$ cat config.mk
export PLATFORM = sky130hd
export DESIGN_NAME = pcie_axi_mem_resp_flat
export DESIGN_NICKNAME = d
export VERILOG_FILES = /design/src/rtl/pcie_axi_mem_resp_pkg.sv /design/src/rtl/pcie_axi_mem_resp_if.sv /design/src/rtl/pcie_axi_mem_resp_addr_gen.sv /design/src/rtl/pcie_axi_mem_resp.sv /design/src/flat_wrapper.sv
export SDC_FILE = /design/constraint.sdc
export NUM_CORES = 1
export LEC_CHECK = 0
export CAP_MARGIN = 10
export CORE_AREA = 2 2 292 294
export CTS_BUF_LIST = sky130_fd_sc_hd__clkbuf_4 sky130_fd_sc_hd__clkbuf_8
export DETAILED_ROUTE_END_ITERATION = 6
export DIE_AREA = 0 0 294 296
export GPL_TIMING_DRIVEN = 1
export MAX_ROUTING_LAYER = met4
export SYNTH_ARGS = -nofsm -noshare
export SYNTH_HDL_FRONTEND = slang
export SYNTH_HIERARCHICAL = 1
export SYNTH_SLANG_ARGS = --single-unit
$ cat constraint.sdc
create_clock -name clk -period 8.4 [get_ports clk]
set_input_delay 1.68 -clock clk [delete_from_list [all_inputs] [get_ports clk]]
set_output_delay 1.68 -clock clk [all_outputs]
set_load 0.01 [all_outputs]
$ cat src/rtl/pcie_axi_mem_resp_pkg.sv
// pcie_axi_pkg: burst/response codes, FSM states and error classifier; WRAP support enabled by PCIE_AXI_MEM_RESP_WRAP_EN.
package pcie_axi_pkg;
  localparam logic [1:0] FIXED = 2'b00, INCR = 2'b01, WRAP = 2'b10;
  localparam logic [1:0] OKAY = 2'b00, SLVERR = 2'b10, DECERR = 2'b11;
  typedef enum logic [2:0] {IDLE, WR_DATA, WR_RESP, RD_MEM, RD_DATA} state_t;
`ifdef PCIE_AXI_MEM_RESP_WRAP_EN
  localparam bit WRAP_EN = 1'b1;
`else
  localparam bit WRAP_EN = 1'b0;
`endif
  function automatic logic [1:0] classify(logic in_win, logic [2:0] size, logic [1:0] burst, logic [7:0] len);
    logic wrap_bad;
    wrap_bad = burst == WRAP && !(WRAP_EN && len inside {8'd1, 8'd3, 8'd7, 8'd15});
    return !in_win ? DECERR : (size > 3'd4 || burst == 2'b11 || wrap_bad) ? SLVERR : OKAY;
  endfunction
endpackage

$ cat src/rtl/pcie_axi_mem_resp_if.sv
// pcie_axi_mem_resp_if: AXI4 AW/W/B/AR/R bundle, 128-bit data.
interface pcie_axi_mem_resp_if #(parameter int ID_W = 4);
  logic [ID_W-1:0] awid;
  logic [63:0]     awaddr;
  logic [7:0]      awlen;
  logic [2:0]      awsize;
  logic [1:0]      awburst;
  logic            awvalid, awready;
  logic [127:0]    wdata;
  logic [15:0]     wstrb;
  logic            wlast, wvalid, wready;
  logic [ID_W-1:0] bid;
  logic [1:0]      bresp;
  logic            bvalid, bready;
  logic [ID_W-1:0] arid;
  logic [63:0]     araddr;
  logic [7:0]      arlen;
  logic [2:0]      arsize;
  logic [1:0]      arburst;
  logic            arvalid, arready;
  logic [ID_W-1:0] rid;
  logic [127:0]    rdata;
  logic [1:0]      rresp;
  logic            rlast, rvalid, rready;
  modport slave (
    input  awid, awaddr, awlen, awsize, awburst, awvalid, wdata, wstrb, wlast, wvalid, bready,
           arid, araddr, arlen, arsize, arburst, arvalid, rready,
    output awready, wready, bid, bresp, bvalid, arready, rid, rdata, rresp, rlast, rvalid
  );
  modport master (
    output awid, awaddr, awlen, awsize, awburst, awvalid, wdata, wstrb, wlast, wvalid, bready,
           arid, araddr, arlen, arsize, arburst, arvalid, rready,
    input  awready, wready, bid, bresp, bvalid, arready, rid, rdata, rresp, rlast, rvalid
  );
endinterface

$ cat src/rtl/pcie_axi_mem_resp_addr_gen.sv
// pcie_axi_addr_gen: next burst byte address, SRAM word index and window check.
module pcie_axi_addr_gen
  import pcie_axi_pkg::*;
#(
  parameter int          MEM_AW    = 10,
  parameter logic [63:0] BASE_ADDR = 64'h0
) (
  input  logic [63:0]       addr_i,
  input  logic [2:0]        size_i,
  input  logic [1:0]        burst_i,
  input  logic [7:0]        len_i,
  output logic [63:0]       next_o,
  output logic [MEM_AW-1:0] word_o,
  output logic              in_win_o
);
  logic [63:0] off, inc, mask;
  assign off      = addr_i - BASE_ADDR;
  assign inc      = addr_i + (64'd1 << size_i);
  assign mask     = (({56'd0, len_i} + 64'd1) << size_i) - 64'd1;
  assign in_win_o = addr_i >= BASE_ADDR && (off >> (MEM_AW + 4)) == 64'd0;
  assign word_o   = off[MEM_AW+3:4];
  assign next_o   = burst_i == FIXED ? addr_i :
                    (WRAP_EN && burst_i == WRAP) ? ((addr_i & ~mask) | (inc & mask)) : inc;
endmodule

$ cat src/rtl/pcie_axi_mem_resp.sv
// pcie_axi_mem_resp: AXI4 subordinate serialising one read or write burst at a time onto a single-port SRAM.
module pcie_axi_mem_resp
  import pcie_axi_pkg::*;
#(
  parameter int          ID_W      = 4,
  parameter int          MEM_AW    = 10,
  parameter logic [63:0] BASE_ADDR = 64'h0
) (
  input  logic                 clk,
  input  logic                 rst_n,
  pcie_axi_mem_resp_if.slave   axi,
  output logic                 mem_en,
  output logic                 mem_we,
  output logic [MEM_AW-1:0]    mem_addr,
  output logic [127:0]         mem_wdata,
  output logic [15:0]          mem_wstrb,
  input  logic [127:0]         mem_rdata
);
  state_t          state_q, state_d;
  logic            lg_q, lg_d, fresh_q;
  logic [ID_W-1:0] id_q, id_d;
  logic [63:0]     addr_q, addr_d, ag_addr, next_addr;
  logic [7:0]      len_q, len_d, ag_len;
  logic [2:0]      size_q, size_d, ag_size;
  logic [1:0]      burst_q, burst_d, ag_burst, resp_q, resp_d, rresp_q, rresp_d, beat_err, wr_resp;
  logic [8:0]      cnt_q, cnt_d;
  logic [127:0]    rdata_q;
  logic [MEM_AW-1:0] word;
  logic            in_win, idle, gw, past, wr_en, rd_en;
  assign idle     = state_q == IDLE;
  // Conflicts go to whichever side did not win last time.
  assign gw       = axi.awvalid && (!axi.arvalid || !lg_q);
  assign ag_addr  = !idle ? addr_q  : gw ? axi.awaddr  : axi.araddr;
  assign ag_len   = !idle ? len_q   : gw ? axi.awlen   : axi.arlen;
  assign ag_size  = !idle ? size_q  : gw ? axi.awsize  : axi.arsize;
  assign ag_burst = !idle ? burst_q : gw ? axi.awburst : axi.arburst;
  pcie_axi_addr_gen #(.MEM_AW(MEM_AW), .BASE_ADDR(BASE_ADDR)) u_ag (
    .addr_i(ag_addr), .size_i(ag_size), .burst_i(ag_burst), .len_i(ag_len),
    .next_o(next_addr), .word_o(word), .in_win_o(in_win)
  );
  assign beat_err  = resp_q != OKAY ? resp_q : in_win ? OKAY : DECERR;
  assign past      = cnt_q > {1'b0, len_q};
  assign wr_resp   = past ? resp_q : beat_err != OKAY ? beat_err :
                     (axi.wlast != (cnt_q == {1'b0, len_q})) ? SLVERR : OKAY;
  assign wr_en     = state_q == WR_DATA && axi.wvalid && beat_err == OKAY && !past;
  assign rd_en     = state_q == RD_MEM && beat_err == OKAY;
  assign mem_en    = wr_en || rd_en;
  assign mem_we    = wr_en;
  assign mem_addr  = mem_en ? word : '0;
  assign mem_wdata = wr_en ? axi.wdata : '0;
  assign mem_wstrb = wr_en ? axi.wstrb : '0;
  assign axi.awready = rst_n && idle && gw;
  assign axi.arready = rst_n && idle && axi.arvalid && !gw;
  assign axi.wready  = state_q == WR_DATA;
  assign axi.bvalid  = state_q == WR_RESP;
  assign axi.bid     = id_q;
  assign axi.bresp   = axi.bvalid ? resp_q : OKAY;
  assign axi.rvalid  = state_q == RD_DATA;
  assign axi.rid     = id_q;
  assign axi.rresp   = rresp_q;
  assign axi.rlast   = axi.rvalid && cnt_q == {1'b0, len_q};
  // SRAM data is live only in the first RD_DATA cycle; afterwards the captured copy is held.
  assign axi.rdata   = fresh_q ? (rresp_q == OKAY ? mem_rdata : '0) : rdata_q;
  always_comb begin
    state_d = state_q;
    lg_d    = lg_q;
    id_d    = id_q;
    addr_d  = addr_q;
    len_d   = len_q;
    size_d  = size_q;
    burst_d = burst_q;
    cnt_d   = cnt_q;
    resp_d  = resp_q;
    rresp_d = rresp_q;
    case (state_q)
      IDLE: if (axi.awready || axi.arready) begin
        lg_d    = axi.awready;
        id_d    = axi.awready ? axi.awid : axi.arid;
        addr_d  = ag_addr;
        len_d   = ag_len;
        size_d  = ag_size;
        burst_d = ag_burst;
        cnt_d   = '0;
        resp_d  = classify(in_win, ag_size, ag_burst, ag_len);
        state_d = axi.awready ? WR_DATA : RD_MEM;
      end
      WR_DATA: if (axi.wvalid) begin
        cnt_d   = cnt_q + {8'd0, !cnt_q[8]};
        addr_d  = next_addr;
        resp_d  = wr_resp;
        state_d = axi.wlast ? WR_RESP : WR_DATA;
      end
      WR_RESP: state_d = axi.bready ? IDLE : WR_RESP;
      RD_MEM: begin
        rresp_d = beat_err;
        state_d = RD_DATA;
      end
      RD_DATA: if (axi.rready) begin
        addr_d  = next_addr;
        cnt_d   = cnt_q + 9'd1;
        state_d = axi.rlast ? IDLE : RD_MEM;
      end
      default: state_d = IDLE;
    endcase
  end
  always_ff @(posedge clk or negedge rst_n)
    if (!rst_n) begin
      state_q <= IDLE;
      lg_q    <= 1'b0;
      fresh_q <= 1'b0;
      id_q    <= '0;
      addr_q  <= '0;
      len_q   <= '0;
      size_q  <= '0;
      burst_q <= '0;
      cnt_q   <= '0;
      resp_q  <= OKAY;
      rresp_q <= OKAY;
      rdata_q <= '0;
    end else begin
      state_q <= state_d;
      lg_q    <= lg_d;
      fresh_q <= state_q == RD_MEM;
      id_q    <= id_d;
      addr_q  <= addr_d;
      len_q   <= len_d;
      size_q  <= size_d;
      burst_q <= burst_d;
      cnt_q   <= cnt_d;
      resp_q  <= resp_d;
      rresp_q <= rresp_d;
      rdata_q <= axi.rdata;
    end
endmodule

$ cat src/flat_wrapper.sv
// flat-port wrapper written by rule: the top's interface ports become plain ports
module pcie_axi_mem_resp_flat import pcie_axi_pkg::*;
#(
  parameter int          ID_W      = 4,
  parameter int          MEM_AW    = 10,
  parameter logic [63:0] BASE_ADDR = 64'h0
)
  (clk, rst_n, mem_en, mem_we, mem_addr, mem_wdata, mem_wstrb, mem_rdata, axi_awid, axi_awaddr, axi_awlen, axi_awsize, axi_awburst, axi_awvalid, axi_wdata, axi_wstrb, axi_wlast, axi_wvalid, axi_bready, axi_arid, axi_araddr, axi_arlen, axi_arsize, axi_arburst, axi_arvalid, axi_rready, axi_awready, axi_wready, axi_bid, axi_bresp, axi_bvalid, axi_arready, axi_rid, axi_rdata, axi_rresp, axi_rlast, axi_rvalid);
  pcie_axi_mem_resp_if #(.ID_W(ID_W)) axi_i ();
  input  logic clk;
  input  logic rst_n;
  output logic mem_en;
  output logic mem_we;
  output logic [MEM_AW-1:0] mem_addr;
  output logic [127:0] mem_wdata;
  output logic [15:0] mem_wstrb;
  input  logic [127:0] mem_rdata;
  input wire logic [$bits(axi_i.awid)-1:0] axi_awid;
  input wire logic [$bits(axi_i.awaddr)-1:0] axi_awaddr;
  input wire logic [$bits(axi_i.awlen)-1:0] axi_awlen;
  input wire logic [$bits(axi_i.awsize)-1:0] axi_awsize;
  input wire logic [$bits(axi_i.awburst)-1:0] axi_awburst;
  input wire logic [$bits(axi_i.awvalid)-1:0] axi_awvalid;
  input wire logic [$bits(axi_i.wdata)-1:0] axi_wdata;
  input wire logic [$bits(axi_i.wstrb)-1:0] axi_wstrb;
  input wire logic [$bits(axi_i.wlast)-1:0] axi_wlast;
  input wire logic [$bits(axi_i.wvalid)-1:0] axi_wvalid;
  input wire logic [$bits(axi_i.bready)-1:0] axi_bready;
  input wire logic [$bits(axi_i.arid)-1:0] axi_arid;
  input wire logic [$bits(axi_i.araddr)-1:0] axi_araddr;
  input wire logic [$bits(axi_i.arlen)-1:0] axi_arlen;
  input wire logic [$bits(axi_i.arsize)-1:0] axi_arsize;
  input wire logic [$bits(axi_i.arburst)-1:0] axi_arburst;
  input wire logic [$bits(axi_i.arvalid)-1:0] axi_arvalid;
  input wire logic [$bits(axi_i.rready)-1:0] axi_rready;
  output wire logic [$bits(axi_i.awready)-1:0] axi_awready;
  output wire logic [$bits(axi_i.wready)-1:0] axi_wready;
  output wire logic [$bits(axi_i.bid)-1:0] axi_bid;
  output wire logic [$bits(axi_i.bresp)-1:0] axi_bresp;
  output wire logic [$bits(axi_i.bvalid)-1:0] axi_bvalid;
  output wire logic [$bits(axi_i.arready)-1:0] axi_arready;
  output wire logic [$bits(axi_i.rid)-1:0] axi_rid;
  output wire logic [$bits(axi_i.rdata)-1:0] axi_rdata;
  output wire logic [$bits(axi_i.rresp)-1:0] axi_rresp;
  output wire logic [$bits(axi_i.rlast)-1:0] axi_rlast;
  output wire logic [$bits(axi_i.rvalid)-1:0] axi_rvalid;
  assign axi_i.awid = axi_awid;
  assign axi_i.awaddr = axi_awaddr;
  assign axi_i.awlen = axi_awlen;
  assign axi_i.awsize = axi_awsize;
  assign axi_i.awburst = axi_awburst;
  assign axi_i.awvalid = axi_awvalid;
  assign axi_i.wdata = axi_wdata;
  assign axi_i.wstrb = axi_wstrb;
  assign axi_i.wlast = axi_wlast;
  assign axi_i.wvalid = axi_wvalid;
  assign axi_i.bready = axi_bready;
  assign axi_i.arid = axi_arid;
  assign axi_i.araddr = axi_araddr;
  assign axi_i.arlen = axi_arlen;
  assign axi_i.arsize = axi_arsize;
  assign axi_i.arburst = axi_arburst;
  assign axi_i.arvalid = axi_arvalid;
  assign axi_i.rready = axi_rready;
  assign axi_awready = axi_i.awready;
  assign axi_wready = axi_i.wready;
  assign axi_bid = axi_i.bid;
  assign axi_bresp = axi_i.bresp;
  assign axi_bvalid = axi_i.bvalid;
  assign axi_arready = axi_i.arready;
  assign axi_rid = axi_i.rid;
  assign axi_rdata = axi_i.rdata;
  assign axi_rresp = axi_i.rresp;
  assign axi_rlast = axi_i.rlast;
  assign axi_rvalid = axi_i.rvalid;
  pcie_axi_mem_resp #(.ID_W(ID_W), .MEM_AW(MEM_AW), .BASE_ADDR(BASE_ADDR)) u_core (.clk(clk), .rst_n(rst_n), .axi(axi_i), .mem_en(mem_en), .mem_we(mem_we), .mem_addr(mem_addr), .mem_wdata(mem_wdata), .mem_wstrb(mem_wstrb), .mem_rdata(mem_rdata));
endmodule
==> summary.md <==
| Metric | Value |
|---|---|
| Run status | finished clean |
| Post-CTS Setup Bufs | 0 |
| First-pass GRT wire length | between 100,000 and 150,000 um |
| Gpl congestion | roughly 0.93 |
| Highest-count cells in the layout ignoring fill and taps | clkdlybuf4s50_1 (742), nand2_1 (329), dfrtp_1 (226) |
| Design Power | 7.669 mW |
| Finished Layout Cells | around 3.7k |
| Nets | 2,967 |
| Crit path DAT | 6.35 ns |
| Fmax | between 0.1 and 0.15 GHz |
| Horiz. Die Dim | ~290 um |
| Core area | 84,210 um^2 |
| Commonest non-fill, non-tap cell in the layout | clkdlybuf4s50_1 |
| Clk sinks | 227 |
| Skew final | 0.02415 ns |
| Number of global-route vias before repair | 14.55k |
| Max FO, Critical Path | 95 |
| Post-synth top flop | dfrtp_1 |
| Yosys warns | 6 |
| Number of CTS-inserted buffers | between 40 and 50 |
| Number of flops mapped to enable cells by yosys | 0 |
| Fraction of layout cells with a size suffix above 1 | about 6.0% |
| Grt ovf | 0 |
| Top layer in use | met4 |
| WS Path Type | input pin to primary output |
| VDD IR-drop max | 0.0003117 V |
| Synth async-reset ratio | 100.0% |
| CTS tree | yes |
| DRC viols | 0 |
| Wire length on met1 | 38,170 um |
| IO Port Bufs | 743 |
| Crit start category | input pin |
| Max-cap viol count | 0 |
| Post-route design area | 23,850 um^2 |
| Cts hold-fix bufs | 0 |
| Crit-path cells | clkdlybuf4s50_1, nand2_1, nand2_2, buf_4, nand2_1, a31oi_1, nor4_1, nand4_1, nor4_2, nand2_1, nor2_4, buf_12, and2_1, clkdlybuf4s50_1 |
| Worst hold path class | flip-flop to flip-flop |
| Starting Density | 17.04% |
| Clock Tree Buf Depth | 3 |
| Initial antenna violation count | 27 |
| GRT Total Usage | between 15 and 20% |
| Row cnt | between 100 and 150 |
| Setup TNS | 0 ns |
| Number of antenna-violating nets in the routed design | 0 |
| Power Density | about 320 nW/um^2 |
| Placed instance area | 22,800 um^2 |
| Number of iterations in the first detailed-routing pass | 5 |
| Root Driver | clkbuf_8 |
| H-tree depth | 2 |
| DR WL met3 | between 7000 and 8000 um |
| Nature of the critical path endpoint | primary output |
| Cells after synthesis | 1,814 |
| Vias post-DR | approximately 15k |
| Met2 wire len | roughly 32,000 um |
| Worst skew pair latency | 0.61 ns |
| DIE AREA | 87,020 um^2 |
| Post-synthesis cell type count | 64 |
| Hold Violations, Final | 0 |
| Wire length per cell | 21.73 um |
| CP required | roughly 6.7 ns |
| Drt via density | 4.238 |
| Ports | about 740 |
| DP Wirelength | 62,840 um |
| Slew HR | 27.89% |
| WHS | 0.4865 ns |
| CP max-delay cell | nor4_1 |
| Crit path top cell by count | nand2_1 |
| Period minus WS final | 8.027 ns |
| PostCTS Resize Cnt | 0 |
| Filler cell count | ~9k |
| Slew Limit Fails | 0 |
| Post-Route WL | 79,380 um |
| Post-synthesis register bit count | ~230 |
| Placed insts | 3,548 |
| Register area share after synthesis | 39.59% |
| Syn avg cell area | 7.909 um^2 |
| Worst-path clk slew | 0.05 ns |
| Final setup viols | 0 |
| Chip height | 296 um |
| 1st-iter DRT viols | about 1.2k |
| Area added between synthesis and finish | 66.24% |
| Tcrit/Tclk final | between 90% and 100% |
| Mapped Area | 14,350 um^2 |
| Pleak | 9.389 nW |
| Worst-margin pin slew | 1.082 ns |
| Crit path largest cell delay | 0.64 ns |
| Syn nets | between 2k and 2.5k |
| Largest net degree at the start of global routing | about 130 |
| RSZ-0062 raised after global routing | no |
power by group:
part | leakage [nW] | switching [mW] | internal (mW) | total [mW]
clock network | 0.522 | 0.532 | 0.726 | 1.26
registers | 2.84 | 0.240 | 1.60 | 1.84
logic | 6.03 | 2.64 | 1.94 | 4.57
routing by layer:
metal	GRT usage (%)	up-vias
met4	3.771	0
met3	7.225	82
li1	-	7373
met2	23.57	730
met5	-	-
met1	24.59	7298
registers in the layout, indices dropped and copies added (netlist names):
signal	flops
u_core/state_q	3
u_core/len_q	8
u_core/cnt_q	9
u_core/burst_q	2
u_core/size_q	3
u_core/lg_q	1
u_core/resp_q	2
u_core/fresh_q	1
u_core/axi.rresp	2
u_core/axi.bid	4
u_core/rdata_q	128
u_core/addr_q	64
critical path: cells and delay by family:
| family | cells | cell delay (ns) |
|---|---|---|
| buf+inv | 4 | 1.78 |
| simple gates | 9 | 2.52 |
| compound gates | 1 | 0.26 |
kinds of logic (layout without fill, tap and decap cells):
family | Yosys count | in the layout | share of synthesized area [%]
other | 0 | 26 | 0
and+or+nand+nor | 809 | 809 | 26.88
xor gates and xnor gates | 68 | 68 | 4.151
muxes | 86 | 86 | 6.122
DFF | 227 | 227 | 39.59
adders and majority gates | 19 | 19 | 1.709
buffers and inverters | 274 | 997 | 8.389
AOI/OAI and AO/OA | 331 | 331 | 13.16
final cells by class:
class                           count  area, um^2  share of cell area (%)
Timing Repair Buffer              773        7717                   32.36
Multi-Input combinational cell   1313        7495                   31.42
Sequential cell                   227        5684                   23.83
Tap cell                         1090        1364                   5.718
Clock buffer                       71       883.3                   3.704
Inverter                          145       544.3                   2.282
Clock inverter                      8       98.84                  0.4144
Antenna cell                       26       65.06                  0.2728
synthesized netlist by cell type (2+ instances only):
cell | number | area share (%)
a21o_1 | 6 | 0.31
a21oi_1 | 77 | 2.7
a22o_2 | 2 | 0.14
a2bb2oi_1 | 2 | 0.12
a31oi_1 | 75 | 3.3
and2_1 | 164 | 7.2
and3_1 | 12 | 0.52
and3b_1 | 2 | 0.12
and4_1 | 4 | 0.24
buf_1 | 2 | 0.052
buf_2 | 40 | 1.4
buf_4 | 23 | 1.2
buf_6 | 5 | 0.39
clkbuf_1 | 58 | 1.5
dfrtp_1 | 227 | 40
ha_1 | 18 | 1.6
inv_1 | 145 | 3.8
mux2_2 | 14 | 1.1
mux2i_1 | 72 | 5.0
nand2_1 | 330 | 8.6
nand3_1 | 27 | 0.94
nand3b_1 | 4 | 0.21
nand4_1 | 23 | 1.0
nand4b_1 | 2 | 0.12
nor2_1 | 180 | 4.7
nor2_4 | 2 | 0.16
nor2b_1 | 3 | 0.13
nor3_1 | 17 | 0.59
nor3_4 | 3 | 0.34
nor3b_1 | 7 | 0.37
nor4_1 | 17 | 0.74
o211ai_1 | 2 | 0.10
o21a_1 | 5 | 0.26
o21ai_0 | 142 | 5.0
o21ai_1 | 6 | 0.21
o31ai_1 | 2 | 0.10
xnor2_1 | 49 | 3.0
xor2_1 | 19 | 1.2
path summary, 6_finish.rpt:
check,slack (ns),to,depth (start not counted),from
max reg2reg,3.13,u_core/addr_q[39],12,u_core/state_q[2]
max in group asynchronous,5.30,u_core/rdata_q[77],3,rst_n
min,0.49,u_core/burst_q[1],2,u_core/burst_q[1]
min in group asynchronous,0.98,u_core/addr_q[62],1,rst_n
min reg2reg,0.49,u_core/burst_q[1],2,u_core/burst_q[1]
max,0.37,mem_wstrb[8],14,axi_arvalid
per-stage QoR:
stage	setup slack, ns	util (%)
after CTS	0.3475	28.25
after global routing	0.1207	28.30
after detailed placement	0.3663	27.08
final	0.3726	28.32
after global placement	0.3999	27.08
after floorplan	2.421	-
Power figures use the tool's default switching activity.
